--- config.mk ---
export PLATFORM = sky130hd
export DESIGN_NAME = id_issue_ctrl_flat
export DESIGN_NICKNAME = d
export VERILOG_FILES = /design/src/rtl/asip_isa_pkg.sv /design/src/rtl/id_issue_ctrl_if.sv /design/src/rtl/id_issue_ctrl_scoreboard.sv /design/src/rtl/id_issue_ctrl.sv /design/src/flat_wrapper.sv
export SDC_FILE = /design/constraint.sdc
export NUM_CORES = 1
export LEC_CHECK = 0
export ABC_AREA = 1
export BUFFER_PORTS_ARGS = -buffer_cell sky130_fd_sc_hd__buf_2
export CAP_MARGIN = 5
export CORE_MARGIN = 2
export CORE_UTILIZATION = 45
export CTS_CLUSTER_SIZE = 40
export DETAILED_ROUTE_END_ITERATION = 8
export PLACE_DENSITY = 0.73
export SYNTH_ARGS = -nofsm -noshare
export SYNTH_HDL_FRONTEND = slang
export SYNTH_SLANG_ARGS = --single-unit
export TNS_END_PERCENT = 50
--- constraint.sdc ---
create_clock -name clk -period 1.5 [get_ports clk]
set_clock_uncertainty 0.15 [all_clocks]
set_input_delay 0.15 -clock clk [delete_from_list [all_inputs] [get_ports clk]]
set_output_delay 0.15 -clock clk [all_outputs]
set_load 0.005 [all_outputs]
--- src/rtl/asip_isa_pkg.sv ---
// Shared ISA definitions for the ID-stage issue controller.
// Contents: opcode enum, instruction field bit positions, func bit indices,
// ext_selector encodings and the issue FSM state enum.
package asip_isa_pkg;

  typedef enum logic [2:0] {
    OP_ALU = 3'b000,
    OP_CMP = 3'b001,
    OP_LDR = 3'b010,
    OP_STR = 3'b011,
    OP_JEQ = 3'b100,
    OP_JNE = 3'b101,
    OP_JMP = 3'b110,
    OP_NOP = 3'b111
  } opcode_e;

  localparam int unsigned OP_MSB = 31;
  localparam int unsigned OP_LSB = 29;
  localparam int unsigned RF_MSB = 28;
  localparam int unsigned RF_LSB = 24;
  localparam int unsigned RA_MSB = 23;
  localparam int unsigned RA_LSB = 19;
  localparam int unsigned RB_MSB = 18;
  localparam int unsigned RB_LSB = 14;

  localparam int unsigned FUNC_IMM_BIT = 0;
  localparam int unsigned FUNC_SUB_BIT = 1;

  localparam logic [1:0] EXT_ALU_IMM = 2'b00;
  localparam logic [1:0] EXT_MEM_OFF = 2'b01;
  localparam logic [1:0] EXT_BR_TGT  = 2'b10;
  localparam logic [1:0] EXT_REG_REG = 2'b11;

  typedef enum logic {
    ST_RUN     = 1'b0,
    ST_BR_WAIT = 1'b1
  } issue_state_e;

endpackage

--- src/rtl/id_issue_ctrl_if.sv ---
// Bundle of the IF/ID-facing and ID/EX-facing signals of id_issue_ctrl.
// master: drives the instruction, valid, backend stall and branch result.
// slave : the issue controller; returns stall/flush, decode selects and
//         the registered ID/EX tag plus the debug busy mask.
interface id_issue_ctrl_if #(
  parameter int unsigned REG_ADDR_W = 5
) ();
  logic                  if_valid;
  logic [31:0]           instruction;
  logic                  stall_in;
  logic                  branch_taken;
  logic                  id_stall;
  logic                  flush_if;
  logic                  rb_selector;
  logic [1:0]            ext_selector;
  logic                  issue_valid;
  logic                  reg_we_ex;
  logic [REG_ADDR_W-1:0] rw_ex;
  logic [31:0]           busy_mask;

  modport master (
    output if_valid, instruction, stall_in, branch_taken,
    input  id_stall, flush_if, rb_selector, ext_selector,
    input  issue_valid, reg_we_ex, rw_ex, busy_mask
  );

  modport slave (
    input  if_valid, instruction, stall_in, branch_taken,
    output id_stall, flush_if, rb_selector, ext_selector,
    output issue_valid, reg_we_ex, rw_ex, busy_mask
  );
endinterface

--- src/rtl/id_issue_ctrl_scoreboard.sv ---
// In-flight writer tracker for the ID stage.
// A PIPE_DEPTH-deep shift of {valid, rd, is_cmp}; entry 0 receives the
// issued register writer or CMP, otherwise a bubble. The oldest entry drops
// off the end, which is when its write becomes visible to ID.
// Ports:
//   clk_i, rst_ni   clock, async active-low reset
//   advance_i       shift enable (low while the backend is stalled)
//   push_i          issued instruction writes a register or the flags
//   push_rd_i       destination register of the pushed entry
//   push_is_cmp_i   pushed entry is a flag writer (CMP)
//   src_i/src_used_i  up to three register sources and their use bits
//   use_flags_i     instruction reads the flags (conditional branch)
//   hazard_o        a used source or the flags are still pending
//   busy_mask_o     pending-write bit per register
module id_scoreboard
  import asip_isa_pkg::*;
#(
  parameter int unsigned REG_ADDR_W = 5,
  parameter int unsigned PIPE_DEPTH = 3
) (
  input  logic                       clk_i,
  input  logic                       rst_ni,
  input  logic                       advance_i,
  input  logic                       push_i,
  input  logic [REG_ADDR_W-1:0]      push_rd_i,
  input  logic                       push_is_cmp_i,
  input  logic [2:0][REG_ADDR_W-1:0] src_i,
  input  logic [2:0]                 src_used_i,
  input  logic                       use_flags_i,
  output logic                       hazard_o,
  output logic [31:0]                busy_mask_o
);

  typedef struct packed {
    logic                  valid;
    logic [REG_ADDR_W-1:0] rd;
    logic                  is_cmp;
  } sb_entry_t;

  sb_entry_t sb_q [PIPE_DEPTH];

  always_ff @(posedge clk_i or negedge rst_ni) begin
    if (!rst_ni) begin
      for (int unsigned i = 0; i < PIPE_DEPTH; i++) sb_q[i] <= '0;
    end else if (advance_i) begin
      sb_q[0] <= push_i ? sb_entry_t'{valid: 1'b1, rd: push_rd_i, is_cmp: push_is_cmp_i}
                        : sb_entry_t'('0);
      for (int unsigned i = 1; i < PIPE_DEPTH; i++) sb_q[i] <= sb_q[i-1];
    end
  end

  // Mask is rebuilt from the live entries so a younger write to the same
  // register keeps its bit when an older one retires.
  always_comb begin
    busy_mask_o = '0;
    hazard_o    = 1'b0;
    for (int unsigned i = 0; i < PIPE_DEPTH; i++) begin
      if (sb_q[i].valid && !sb_q[i].is_cmp) begin
        busy_mask_o[sb_q[i].rd] = 1'b1;
        for (int unsigned s = 0; s < 3; s++) begin
          if (src_used_i[s] && (src_i[s] == sb_q[i].rd)) hazard_o = 1'b1;
        end
      end
      if (sb_q[i].valid && sb_q[i].is_cmp && use_flags_i) hazard_o = 1'b1;
    end
  end

endmodule

--- src/rtl/id_issue_ctrl.sv ---
// ID-stage issue/hazard controller.
// Decodes the IF/ID instruction, checks it against the scoreboard, issues it
// into ID/EX when clear, and runs the branch-bubble FSM.
// Ports:
//   clk     rising-edge clock
//   reset   asynchronous active-low reset
//   bus     id_issue_ctrl_if slave: if_valid, instruction, stall_in,
//           branch_taken in; id_stall, flush_if, rb_selector, ext_selector,
//           issue_valid, reg_we_ex, rw_ex, busy_mask out
module id_issue_ctrl
  import asip_isa_pkg::*;
#(
  parameter int unsigned REG_ADDR_W     = 5,
  parameter int unsigned PIPE_DEPTH     = 3,
  parameter int unsigned BRANCH_PENALTY = 2
) (
  input  logic           clk,
  input  logic           reset,
  id_issue_ctrl_if.slave bus
);

  localparam int unsigned CNT_W = $clog2(BRANCH_PENALTY + 1);

  opcode_e                     op;
  logic [REG_ADDR_W-1:0]       rf;
  logic [2:0][REG_ADDR_W-1:0]  src;
  logic [2:0]                  src_used;
  logic                        use_flags;
  logic                        is_writer;
  logic                        is_cmp;
  logic                        is_branch;
  logic                        is_jmp;
  logic                        rb_sel;
  logic [1:0]                  ext_sel;
  logic                        hazard;
  logic                        issue;
  logic                        flush;

  issue_state_e                state_q, state_d;
  logic [CNT_W-1:0]            cnt_q, cnt_d;
  logic                        jmp_q, jmp_d;
  logic                        issue_valid_q;
  logic                        reg_we_q;
  logic [REG_ADDR_W-1:0]       rw_q;

  assign op     = opcode_e'(bus.instruction[OP_MSB:OP_LSB]);
  assign rf     = bus.instruction[RF_MSB:RF_LSB];
  assign src[0] = bus.instruction[RA_MSB:RA_LSB];
  assign src[1] = bus.instruction[RB_MSB:RB_LSB];
  assign src[2] = rf;

  // Decode; src slot 2 is the rf field, read through port B by STR.
  always_comb begin
    src_used  = '0;
    use_flags = 1'b0;
    is_writer = 1'b0;
    is_cmp    = 1'b0;
    is_branch = 1'b0;
    is_jmp    = 1'b0;
    rb_sel    = 1'b0;
    ext_sel   = EXT_ALU_IMM;
    unique case (op)
      OP_ALU: begin
        is_writer   = 1'b1;
        src_used[0] = 1'b1;
        src_used[1] = !bus.instruction[FUNC_IMM_BIT];
        ext_sel     = bus.instruction[FUNC_IMM_BIT] ? EXT_ALU_IMM : EXT_REG_REG;
      end
      OP_CMP: begin
        is_cmp   = 1'b1;
        src_used = 3'b011;
        ext_sel  = EXT_REG_REG;
      end
      OP_LDR: begin
        is_writer   = 1'b1;
        src_used[0] = 1'b1;
        ext_sel     = EXT_MEM_OFF;
      end
      OP_STR: begin
        src_used = 3'b101;
        rb_sel   = 1'b1;
        ext_sel  = EXT_MEM_OFF;
      end
      OP_JEQ, OP_JNE: begin
        is_branch = 1'b1;
        use_flags = 1'b1;
        ext_sel   = EXT_BR_TGT;
      end
      OP_JMP: begin
        is_branch = 1'b1;
        is_jmp    = 1'b1;
        ext_sel   = EXT_BR_TGT;
      end
      default: ;
    endcase
  end

  id_scoreboard #(
    .REG_ADDR_W (REG_ADDR_W),
    .PIPE_DEPTH (PIPE_DEPTH)
  ) u_scoreboard (
    .clk_i         (clk),
    .rst_ni        (reset),
    .advance_i     (!bus.stall_in),
    .push_i        (issue && (is_writer || is_cmp)),
    .push_rd_i     (rf),
    .push_is_cmp_i (is_cmp),
    .src_i         (src),
    .src_used_i    (src_used),
    .use_flags_i   (use_flags),
    .hazard_o      (hazard),
    .busy_mask_o   (bus.busy_mask)
  );

  assign issue = (state_q == ST_RUN) && bus.if_valid && !hazard && !bus.stall_in;

  always_comb begin
    state_d = state_q;
    cnt_d   = cnt_q;
    jmp_d   = jmp_q;
    flush   = 1'b0;
    unique case (state_q)
      ST_RUN: begin
        if (issue && is_branch) begin
          state_d = ST_BR_WAIT;
          cnt_d   = CNT_W'(BRANCH_PENALTY - 1);
          jmp_d   = is_jmp;
        end
      end
      ST_BR_WAIT: begin
        if (!bus.stall_in) begin
          // JMP always redirects; its flush lands on the final bubble cycle.
          flush = bus.branch_taken || (jmp_q && (cnt_q == '0));
          if (cnt_q == '0) state_d = ST_RUN;
          else             cnt_d   = cnt_q - 1'b1;
        end
      end
      default: state_d = ST_RUN;
    endcase
  end

  always_ff @(posedge clk or negedge reset) begin
    if (!reset) begin
      state_q <= ST_RUN;
      cnt_q   <= '0;
      jmp_q   <= 1'b0;
    end else begin
      state_q <= state_d;
      cnt_q   <= cnt_d;
      jmp_q   <= jmp_d;
    end
  end

  // ID/EX tag: bubble on non-issue cycles, held while the backend stalls.
  always_ff @(posedge clk or negedge reset) begin
    if (!reset) begin
      issue_valid_q <= 1'b0;
      reg_we_q      <= 1'b0;
      rw_q          <= '0;
    end else if (!bus.stall_in) begin
      issue_valid_q <= issue;
      reg_we_q      <= issue && is_writer;
      rw_q          <= (issue && is_writer) ? rf : '0;
    end
  end

  assign bus.id_stall     = (bus.if_valid && !issue) || (state_q == ST_BR_WAIT) || bus.stall_in;
  assign bus.flush_if     = flush;
  assign bus.rb_selector  = rb_sel;
  assign bus.ext_selector = ext_sel;
  assign bus.issue_valid  = issue_valid_q;
  assign bus.reg_we_ex    = reg_we_q;
  assign bus.rw_ex        = rw_q;

endmodule

--- src/flat_wrapper.sv ---
// flat-port wrapper written by rule: the top's interface ports become plain ports
module id_issue_ctrl_flat import asip_isa_pkg::*;
#(
  parameter int unsigned REG_ADDR_W     = 5,
  parameter int unsigned PIPE_DEPTH     = 3,
  parameter int unsigned BRANCH_PENALTY = 2
)
  (clk, reset, bus_if_valid, bus_instruction, bus_stall_in, bus_branch_taken, bus_id_stall, bus_flush_if, bus_rb_selector, bus_ext_selector, bus_issue_valid, bus_reg_we_ex, bus_rw_ex, bus_busy_mask);
  id_issue_ctrl_if #(.REG_ADDR_W(REG_ADDR_W)) bus_i ();
  input  logic clk;
  input  logic reset;
  input wire logic [$bits(bus_i.if_valid)-1:0] bus_if_valid;
  input wire logic [$bits(bus_i.instruction)-1:0] bus_instruction;
  input wire logic [$bits(bus_i.stall_in)-1:0] bus_stall_in;
  input wire logic [$bits(bus_i.branch_taken)-1:0] bus_branch_taken;
  output wire logic [$bits(bus_i.id_stall)-1:0] bus_id_stall;
  output wire logic [$bits(bus_i.flush_if)-1:0] bus_flush_if;
  output wire logic [$bits(bus_i.rb_selector)-1:0] bus_rb_selector;
  output wire logic [$bits(bus_i.ext_selector)-1:0] bus_ext_selector;
  output wire logic [$bits(bus_i.issue_valid)-1:0] bus_issue_valid;
  output wire logic [$bits(bus_i.reg_we_ex)-1:0] bus_reg_we_ex;
  output wire logic [$bits(bus_i.rw_ex)-1:0] bus_rw_ex;
  output wire logic [$bits(bus_i.busy_mask)-1:0] bus_busy_mask;
  assign bus_i.if_valid = bus_if_valid;
  assign bus_i.instruction = bus_instruction;
  assign bus_i.stall_in = bus_stall_in;
  assign bus_i.branch_taken = bus_branch_taken;
  assign bus_id_stall = bus_i.id_stall;
  assign bus_flush_if = bus_i.flush_if;
  assign bus_rb_selector = bus_i.rb_selector;
  assign bus_ext_selector = bus_i.ext_selector;
  assign bus_issue_valid = bus_i.issue_valid;
  assign bus_reg_we_ex = bus_i.reg_we_ex;
  assign bus_rw_ex = bus_i.rw_ex;
  assign bus_busy_mask = bus_i.busy_mask;
  id_issue_ctrl #(.REG_ADDR_W(REG_ADDR_W), .PIPE_DEPTH(PIPE_DEPTH), .BRANCH_PENALTY(BRANCH_PENALTY)) u_core (.clk(clk), .reset(reset), .bus(bus_i));
endmodule
## Word-level counts from Yosys, hierarchy flattened

Index checks and enable logic that the tools add are counted.

- Flip-flop bits (word level): 32
- Latch bits: 0
- Memory bits (writable): 0
- ROM bits: 0
- Input bits: 37
- Output and inout bits: 44
- Logic and storage cells: 138
- Memories: 0

- Add/subtract/negate cells: 1
- Multipliers: 0
- Div/mod/pow operators: 0
- Magnitude comparators: 6
- Equal/unequal tests: 18
- Shift operators: 0
- Muxes and demuxes: 46
- Bitwise logic cells: 3
- Reductions and logical operators: 49

Operators with widths:

| cell | count |
|---|---|
| $mux W32 | 3 |
| $or A32 B32 Y32 | 2 |
| $eq A5 B5 Y1 | 9 |
| $mux W1 | 30 |
| $logic_and A1 B1 Y1 | 29 |
| $lt A5 B6 Y1 const B | 3 |
| $demux W1 S5 | 3 |
| $ge A5 B1 Y1 const B | 3 |
| $eq A3 B3 Y1 const B | 3 |
| $mux W2 | 4 |
| $pmux W2 S4 | 1 |
| $logic_not A1 Y1 | 7 |
| $mux W7 | 1 |
| $eq A3 B2 Y1 const B | 2 |
| $ne A2 B2 Y1 const B | 3 |
| $reduce_or A2 Y1 | 3 |
| $mux W5 | 1 |
| $logic_or A1 B1 Y1 | 4 |
| $pmux W1 S2 | 2 |
| $pmux W2 S2 | 1 |
| $reduce_or A4 Y1 | 1 |
| $eq A3 B1 Y1 const B | 1 |
| $logic_not A3 Y1 | 1 |
| $reduce_and A3 Y1 | 1 |
| other kinds (5) | 5 |

## Depth between registers and ports, before layout

Gate-level depths: netlist of the first run.

- Word-level depth: 26
- Gate-level depth with buffers: 15
- Gate-level depth less buffers: 14

## By module

Synthesis of the first run repeated with hierarchy kept, for this count alone.

- Cell total of the unflattened synthesis: 516
- Area total of the unflattened synthesis: 3183.1 um^2

Modules (own cells, without submodules):

| module | times used | cells an instance | area each (um^2) | sequential area each (um^2) |
|---|---|---|---|---|
| id_scoreboard | 1 | 440 | 2524.9 | 525.5 |
| id_issue_ctrl | 1 | 76 | 658.1 | 275.3 |

## Worst setup path after synthesis of the first run

OpenSTA, ideal clock, no wires.

- Kind: register to register
- From: reg u_core.u_scoreboard.sb_q[5] (netlist name)
- To: reg u_core.u_scoreboard.sb_q[18] (netlist name)
- Setup time: 128 ps
- Data arrival time: 1385 ps
- Path slack: -163 ps
- Stages on the path, launching flop included: 12
- Buffers on the path: 1
- Cell sequence: dfrtp_1 -> buf_2 -> inv_1 -> nor2_1 -> nor3_1 -> nand3_1 -> nand3_1 -> nand2_1 -> nand2_2 -> inv_2 -> nand2_4 -> o22ai_2

- Cells in the longest elaborated chain, start to end: 12
- Elaborated cells between the ends (all ways): 16

RTL lines:

| element | RTL line | source |
|---|---|---|
| start: declaration | id_issue_ctrl_scoreboard.sv:40 | `sb_entry_t sb_q [PIPE_DEPTH];` |
| $eq A5 B5 Y1 | id_issue_ctrl_scoreboard.sv:61 | `if (src_used_i[s] && (src_i[s] == sb_q[i].rd)) hazard_o = 1'b1;` |
| $logic_and A1 B1 Y1 | id_issue_ctrl_scoreboard.sv:61 |  |
| $mux W1 (2 in a row) | id_issue_ctrl_scoreboard.sv:61 |  |
| $mux W1 * | id_issue_ctrl_scoreboard.sv:61 |  |
| $mux W1 * | id_issue_ctrl_scoreboard.sv:58 | `if (sb_q[i].valid && !sb_q[i].is_cmp) begin` |
| $mux W1 * | id_issue_ctrl_scoreboard.sv:64 | `if (sb_q[i].valid && sb_q[i].is_cmp && use_flags_i) hazard_o = 1'b1;` |
| $logic_not A1 Y1 * | id_issue_ctrl.sv:115 | `assign issue = (state_q == ST_RUN) && bus.if_valid && !hazard && !bus.stall_in;` |
| $logic_and A1 B1 Y1 * (2 in a row) | id_issue_ctrl.sv:115 |  |
| $logic_and A1 B1 Y1 * | id_issue_ctrl.sv:105 | `.push_i (issue && (is_writer \|\| is_cmp)),` |
| $mux W7 * | id_issue_ctrl_scoreboard.sv:46 | `sb_q[0] <= push_i ? sb_entry_t'{valid: 1'b1, rd: push_rd_i, is_cmp: push_is_cmp_i}` |

Mark *: on every way between the ends. The rest lies on a longest branch, timed or not.
A chain may end at the register's enable or synchronous reset.

## Final worst setup path of the first run

- From: reg u_core.u_scoreboard.sb_q[18] (netlist name)
- To: out bus_id_stall

- Cells in the longest elaborated chain, start to end: 24
- Elaborated cells between the ends (all ways): 28

RTL lines:

| element | RTL line | source |
|---|---|---|
| $eq A5 B5 Y1 | id_issue_ctrl_scoreboard.sv:61 |  |
| $logic_and A1 B1 Y1 | id_issue_ctrl_scoreboard.sv:61 |  |
| $mux W1 (2 in a row) | id_issue_ctrl_scoreboard.sv:61 |  |
| $mux W1 * | id_issue_ctrl_scoreboard.sv:61 |  |
| $mux W1 * | id_issue_ctrl_scoreboard.sv:58 |  |
| $mux W1 * | id_issue_ctrl_scoreboard.sv:64 |  |
| $mux W1 (3 in a row) | id_issue_ctrl_scoreboard.sv:61 |  |
| $mux W1 * | id_issue_ctrl_scoreboard.sv:58 |  |
| $mux W1 * | id_issue_ctrl_scoreboard.sv:64 |  |
| $mux W1 (3 in a row) | id_issue_ctrl_scoreboard.sv:61 |  |
| $mux W1 * | id_issue_ctrl_scoreboard.sv:58 |  |
| $mux W1 * | id_issue_ctrl_scoreboard.sv:64 |  |
| $logic_not A1 Y1 * | id_issue_ctrl.sv:115 |  |
| $logic_and A1 B1 Y1 * (2 in a row) | id_issue_ctrl.sv:115 |  |
| $logic_not A1 Y1 * | id_issue_ctrl.sv:167 | `assign bus.id_stall = (bus.if_valid && !issue) \|\| (state_q == ST_BR_WAIT) \|\| bus.stall_in;` |
| $logic_and A1 B1 Y1 * | id_issue_ctrl.sv:167 |  |
| $logic_or A1 B1 Y1 * (2 in a row) | id_issue_ctrl.sv:167 |  |
| end: declaration | flat_wrapper.sv:16 | `output wire logic [$bits(bus_i.id_stall)-1:0] bus_id_stall;` |

Marked as above.

==> results of run 1 <==
## final cells by class
type / count / share of cell area
multi-input combinational: 364 / 0.471
clock buffer: 7 / 0.0182
tap: 77 / 0.0203
clock inverter: 1 / 0.00158
sequential: 32 / 0.171
timing repair buffer: 177 / 0.260
inverter: 64 / 0.0574
## per-layer routing
| metal | up-vias | global-route usage | part of all wire |
|---|---|---|---|
| li1 | 1896 | - | - |
| met5 | - | 0 | 0 |
| met2 | 215 | 0.576 | 0.51 |
| met4 | 0 | 0.124 | 0.033 |
| met3 | 43 | 0.0393 | 0.068 |
| met1 | 1885 | 0.362 | 0.39 |
## worst max-delay path: stages, from the launching register on
cell     delay (ns)
dfrtp_1        0.42
buf_4          0.15
xor2_1         0.14
nor2_1         0.07
nand3_1        0.07
nand2_1        0.06
nand2_2        0.05
nand2_2        0.07
nor2_4         0.12
nand2_2        0.07
nand2_1        0.06
nand3_1        0.06
buf_2          0.13
## layout by cell type, fill, tap and decap left out, types with 2 or more instances in the layout
cell type,synthesis,layout
nand2_4,1,3
a22oi_1,9,2
nor3_1,23,5
o21ai_1,6,10
nand3_4,0,2
buf_4,2,95
nor2_1,44,33
nand2_1,171,162
xor2_1,5,5
nand2_2,5,11
o21ai_2,1,6
buf_2,4,67
clkbuf_8,0,6
nand3_1,27,21
inv_4,0,11
inv_1,56,32
dfrtp_1,32,22
o22ai_1,4,4
o21ai_0,26,17
o211ai_1,3,3
nor3_4,0,5
buf_12,0,2
nor2_4,1,12
dfrtp_2,0,10
nor3_2,2,15
o221ai_2,0,16
buf_6,4,12
o22ai_2,5,4
nand3_2,1,5
a21oi_1,8,7
o221ai_1,18,2
a22oi_2,0,7
inv_2,8,20
## power by group through the flow
| stage | registers, mW | clock network [mW] | logic (mW) |
|---|---|---|---|
| 2_1_floorplan | 1.05 | 0 | 0.676 |
| 3_3_place_gp | 1.08 | 0 | 1.19 |
| 3_5_place_dp | 1.09 | 0 | 1.22 |
| 4_1_cts | 1.08 | 0.736 | 1.37 |
| 5_1_grt | 1.10 | 0.767 | 1.64 |
| 6_report | 1.09 | 0.727 | 1.51 |
## path summary, 6_finish.rpt
kind                                              start                           end  slack, ns
max reg2reg                u_core.u_scoreboard.sb_q[18]  u_core.u_scoreboard.sb_q[16]      -0.44
min                                 bus_instruction[29]  u_core.u_scoreboard.sb_q[14]       0.13
max                        u_core.u_scoreboard.sb_q[18]                  bus_id_stall      -0.57
max in group asynchronous                         reset   u_core.u_scoreboard.sb_q[3]       0.56
min reg2reg                      u_core.bus.issue_valid        u_core.bus.issue_valid       0.34
min in group asynchronous                         reset               u_core.cnt_q[1]       0.19
## cell families after synthesis
logic type,Yosys count,synth area share
buf+inv,78,0.116
flops,32,0.276
compound gates,80,0.187
simple gates,278,0.402
fa+ha+maj,1,0.00431
xor+xnor,5,0.0151
## state kept, by name (all words and copies together) (netlist names)
register / cells
u_core.u_scoreboard.sb_q: 21
u_core.bus.rw_ex: 5
u_core.jmp_q: 1
u_core.bus.issue_valid: 1
u_core.state_q: 1
u_core.cnt_q: 2
u_core.bus.reg_we_ex: 1
## stage by stage
step           instances  area [um2]
2_1_floorplan        474        2930
3_3_place_gp         700        4010
3_5_place_dp         700        4010
4_1_cts              720        4480
5_1_grt              722        4750
6_report             722        4750
## timing repair
action | in CTS | in global routing
cloned | 0 | 0
endpoints found under the hold margin | 32 | 0
endpoints found under the setup margin | 52 | 53
setup buffers | 12 | 5
pin swaps | 16 | 18
gates resized for setup | 87 | 67
hold buffers | 1 | 0
==> results.txt, run 1 <==
The flow ran to the end, but the final reports show violations. The final reports fail on setup timing. In this run the clock root is driven by a clkbuf_8. Most used flip-flop cell after synthesis: dfrtp_1.

In this run, distinct cell masters in the synthesized netlist total 31. The number of antenna violations at the first check in global routing is 0. The effective utilization at floorplan was 0.463; the maximum number of pins on one net before global-route repair was 37. nand2_1 is the most common cell in the netlist. The total of flip-flops plus latches after synthesis was 32; the number of warnings reported in the yosys synthesis log was 0. The worst path needs 2.07 ns of the cycle, external delays included. In this run the power spent charging and discharging nets is 1.33 mW.

The portion of the clock cycle consumed by the worst path in the final layout was 1.38. The run gives 0.454 as the combinational share of power. The proportion of layout cells with a drive suffix above 1 was 0.493. In this run the remaining antenna-violating nets after routing total 0. In the synthesized netlist, the cells that appear most often are 171 x nand2_1, 56 x inv_1, 44 x nor2_1. Measured in cells, the most critical reg-to-reg path has a length of 14. The H-tree was split into 2 levels.

The worst max-slew margin expressed relative to the limit was 0.725. The worst hold path class is input pin to flop. The top-area cell type share of the netlist area works out to 0.276. The overall global routing resource usage was 0.311. The clock reaches the later pin of the worst-skew pair after 0.29 ns. At the end of the flow, the number of nets in the layout was 682. Yosys mapped a number of flops with a built-in enable equal to 0. The internal portion of the total power is 2.00 mW. The run gives -0.568 ns as the final critical-path setup slack.

The tool flagged a number of max-cap violations equal to 0. For the number of fill cells, the log shows 470. The logs give 0.129 ns for the hold slack and 7110 um2 for the die area. The first global-routing pass estimated 18,000 um of wire. The area of the placeable core is 6280 um2. After global routing the overflow that remains totals 0.

The relative contribution of sequential cells to total power is 0.328, and the number of endpoints failing setup at the final stage is 52. The run gives 1.77 ns as the signal arrival time at the worst endpoint. The category of the most critical setup path is flop to output port. Antenna diode count: 0. The first detailed-routing pass took 5 iterations. The clock-pin slew on the worst setup and hold paths came out at 0.07 ns. At the placement stage, the worst setup path has a slack of -0.337 ns. The share of the core filled with cells was 0.756; the async set-or-reset flop fraction in the synthesized netlist was 1.00.

The switching share of total power was 0.399; the horizontal extent of the die was 84.3 um. The clock net in this run drives a total of 32 sinks. In the routed design, unresolved DRC markers number 0. For this run, the top clock speed supported by timing is 0.483 GHz. Setup repair after global routing could not meet its margin everywhere. The slew at the pin with the worst max-slew slack works out to 0.412 ns. The logs give 474 for the synthesized instance count and 11,600 um for the final wirelength.

The via count of the first global-routing pass is 3,802. The highest fanout seen on the critical path came out at 4. In this run, the number of DRC markers left after iteration 0 of detailed routing was 290. Number of pins exceeding their max-slew limit in the final report: 0.

The routed via count came out at 4,039. The die height came out at 84.3 um. The floorplan has 29 rows. STA classifies the critical path endpoint as an output port.

The worst setup path is launched from a flop. The required time of the worst setup path was 1.20 ns; the average wire per standard cell was 16.1 um. The number of clock buffers added by TritonCTS is 5. The cell area that synthesis handed to floorplanning was 2900 um2. Final hold violation count: 0. The largest total area in the synthesized netlist belongs to dfrtp_1.

From synthesis to final layout, the design area changed by 63.5%. The number of nets in the synthesized netlist is 512. The power density of the placed cells is 700 nW/um2, and the sequential fraction of the synthesis area is 0.276. The congestion estimate from routability-driven global placement came to 1.02. Along the worst hold path, the cell count comes to 4. The mean instance size in the synthesized netlist came out at 6.13 um2.

The placed wire-length estimate after detailed placement was 8530 um; the total chip power was 3.33 mW. VDD sags by at most 0.798 mV. For the static leakage, the log shows 2.43 nW. TritonCTS built the clock tree. In this run the tool buffered the top-level ports with 67 buffer cells. The detailed-route vias per instance is 5.59.

The logs give 0.219 for the part of the total power dissipated in the clock network and 813 um2 for the area occupied by registers. Adding up every negative setup slack in the final design gives -21.12 ns. The run gives 81 as the total I/O pin count. Summing all multi-input logic gate instances after layout gives 2240 um2. The tools report the maximum clock insertion buffer count as 2.

Yosys attributes the largest share of cell area to dfrtp_1 28%, nand2_1 22%, inv_1 7.2%.
Note: power is estimated with default switching activity, not from simulation.
==> run 2: changes to the inputs <==
TNS_END_PERCENT = 10   (was 50)
==> run 2 against run 1 <==
The flow still finishes with violations (setup timing). Maximum frequency is 0.55% higher. Worst setup slack improved by 0.011 ns. Combinational power barely moved. Utilization decreased by 1.9 points. Total power grew 2.5%. Via count down 2.6%. Count of clock-buffer cells in the layout is 2 lower. Register-to-register slack got worse by 0.06 ns. Clock power is 14% higher. Global-route usage grew 0.37 points. Final area fell by 2.5%. Sequential power about the same. Critical path type unchanged. Critical endpoint unchanged. Largest cell class unchanged.
==> results.txt, run 2 (synthesized netlist as in run 1, its figures left out) <==
At the end of routability-driven placement, the weighted congestion stood at 1.03. By startpoint and endpoint, the worst setup path is classified as flop to output port. In the layout the commonest cells are 156 x nand2_1, 103 x buf_4, 67 x buf_2. With fillers left out, the area of the finished cells amounts to 4630 um2. In the routed layout, each cell is associated on average with a via count of 5.41. Internal power: 2.12 mW. The run gives -21.21 ns as the sum of negative setup slack. The most frequent cell on the critical path is nand2_1. Setup repair after global routing could not meet its margin everywhere. Timing would allow up to 0.486 GHz.

The number of antenna diodes in the final layout is 0. The proportion of layout cells with a drive suffix above 1 came out at 0.469. The tool flagged a number of max-cap violations equal to 0.

The run gives 1.76 ns as the signal arrival time at the worst endpoint. For the worst setup path, the data required time is 1.20 ns. The DRC marker count from the first detailed-route iteration was 221; the via count of the first global-routing pass was 3,802.

For the part of the total power dissipated in the clock network, the log shows 0.244. In the final routed layout, each cell accounts on average for 15.9 um. Clock tree synthesis inserted a total of 5 buffers. The tools report the final hold violation count as 0.

The flow ran to the end, but the final reports show violations. On the critical path, the stage with the largest delay is an instance of dfrtp_1. For the final cell count without fillers, the log shows 727. In this run the clock root is driven by a clkbuf_8. From bottom edge to top edge, the die measures 84.3 um. The library cell used most frequently in the layout, excluding fill and tap cells, is nand2_1.

STA classifies the critical path endpoint as an output port. The portion of the clock cycle consumed by the worst path in the final layout was 1.37. The tools report the startpoint kind of the worst setup timing path as a flop. In the final layout, the multi-input gates occupy 2100 um2.

81 I/O pins were placed. Summing all placed instances gives a cell area of 3990 um2. The tools report the static leakage as 2.41 nW. TritonCTS built the clock tree. The final reports fail on setup timing. The switching share of total power was 0.379; the number of buffers inserted by port buffering was 67. The maximum number of pins on one net before global-route repair is 37, and the net switching power of the design is 1.29 mW. The detail route stage leaves a number of antenna-violating nets equal to 0. The final critical-path setup slack is -0.557 ns. In this run the worst path has a maximum fanout of 4. The tools report the worst max-slew margin expressed relative to the limit as 0.719. The H-tree was split into 2 levels. The number of search-and-repair iterations in the first detailed-routing pass came out at 7. At the pin with the least slew margin, the transition time is 0.422 ns. The register with the most flip-flops in the layout has 21 of them.

The final wirelength came out at 11,600 um. The run gives 0.737 as the share of the core filled with cells. The final critical path time including I/O delays and setup works out to 2.06 ns. The signal on the critical path passes through inv_2 > buf_4 > nand2_1 > nand2_1 > nor2_1 > nand3_1 > nand2_1 > nand2_2 > nand2_2 > nor2_4 > nand2_2 > nand2_1 > nand3_1 > buf_2. The tools report the global-route wire length before repair as 18,200 um.

The run gives 2 as the maximum clock insertion buffer count. For this block, the via count after detailed routing is 3,936. Summed over all layers, the global routing overflow is 0. In the routed design, unresolved DRC markers number 0. At the end of the flow, the number of nets in the layout was 687. Clock-pin slew on the worst setup and hold paths: 0.07 ns. Number of fill cells: 527. After detailed placement, the design holds a cell count of 703. The HPWL after detailed placement is 8730 um. The clock reaches the later pin of the worst-skew pair after 0.29 ns. The run gives 32 as the TritonCTS sink count.

The effective utilization at floorplan came out at 0.463. Across the whole layout, storage elements account for 816 um2. The relative contribution of sequential cells to total power is 0.320.

Register bank with the most flops: u_core.u_scoreboard.sb_q. For the combinational share of power, the log shows 0.436. In this run the worst hold path is classified as input pin to flop. The number of endpoints failing setup at the final stage was 52; the die area was 7110 um2.

The number of pins exceeding their max-slew limit in the final report was 0. The initialized floorplan defines 29 standard-cell rows. The power density of the placed cells is 736 nW/um2, and the overall global routing resource usage is 0.315.

The largest single stage delay on the critical path is 0.42 ns. The worst-case setup slack after placement came out at -0.348 ns. The area of the placeable core is 6280 um2, and the peak supply drop is 0.964 mV. The floorplan step set the die width to 84.3 um.

The run gives 0 as the number of antenna violations at the first check in global routing. Relative to the synthesized area, the layout overhead comes to 59.4%.
-- run 2: power by group through the flow --
| stage | sequential [mW] | combinational [mW] | clock, mW |
|---|---|---|---|
| detailed placement | 1.09 | 1.22 | 0 |
| global route | 1.11 | 1.61 | 0.886 |
| CTS | 1.08 | 1.36 | 0.839 |
| global placement | 1.09 | 1.19 | 0 |
| finish | 1.09 | 1.49 | 0.832 |
| floorplan | 1.05 | 0.668 | 0 |
-- run 2: critical path: cells and delay by family, from the launching register on --
family | cells | cell delay [ns]
buffers and inverters | 3 | 0.34
DFF | 1 | 0.42
and+or+nand+nor | 11 | 0.70
-- run 2: stage by stage --
stage	hold WS (ns)	power (mW)
5_1_grt	0.117	3.60
3_5_place_dp	0.0504	2.31
2_1_floorplan	-0.296	1.71
4_1_cts	0.105	3.28
3_3_place_gp	0.0436	2.28
6_report	0.109	3.41
-- run 2: path summary, 6_finish.rpt --
path,start,to,slack (ns),cells after the start
setup / recovery,u_core.u_scoreboard.sb_q[16],bus_id_stall,-0.56,14
hold / removal,bus_instruction[29],u_core.u_scoreboard.sb_q[14],0.11,4
setup reg to reg,u_core.u_scoreboard.sb_q[16],u_core.cnt_q[0],-0.50,17
hold reg to reg,u_core.bus.reg_we_ex,u_core.bus.reg_we_ex,0.34,2
max in group asynchronous,reset,u_core.u_scoreboard.sb_q[1],0.60,3
min in group asynchronous,reset,u_core.bus.reg_we_ex,0.27,3
-- run 2: layer usage --
metal | share of wire | global-route usage
met1 | 0.38 | 0.368
met2 | 0.54 | 0.600
met3 | 0.053 | 0.0324
met4 | 0.024 | 0.101
met5 | 0 | 0
-- run 2: repair_timing --
item / CTS / global route
resized for setup: 72 / 55
hold endpoints to repair: 32 / 0
buffers inserted: 10 / 6
hold buffers: 1 / 0
pin swaps: 11 / 19
endpoints found under the setup margin: 53 / 52
-- run 2: final cells by class --
| type | count | share of cell area |
|---|---|---|
| tap | 77 | 0.0208 |
| sequential | 32 | 0.176 |
| inverter | 64 | 0.0562 |
| timing repair buffer | 182 | 0.268 |
| multi-input combinational | 364 | 0.454 |
| clock buffer | 5 | 0.0149 |
| clock inverter | 3 | 0.00919 |
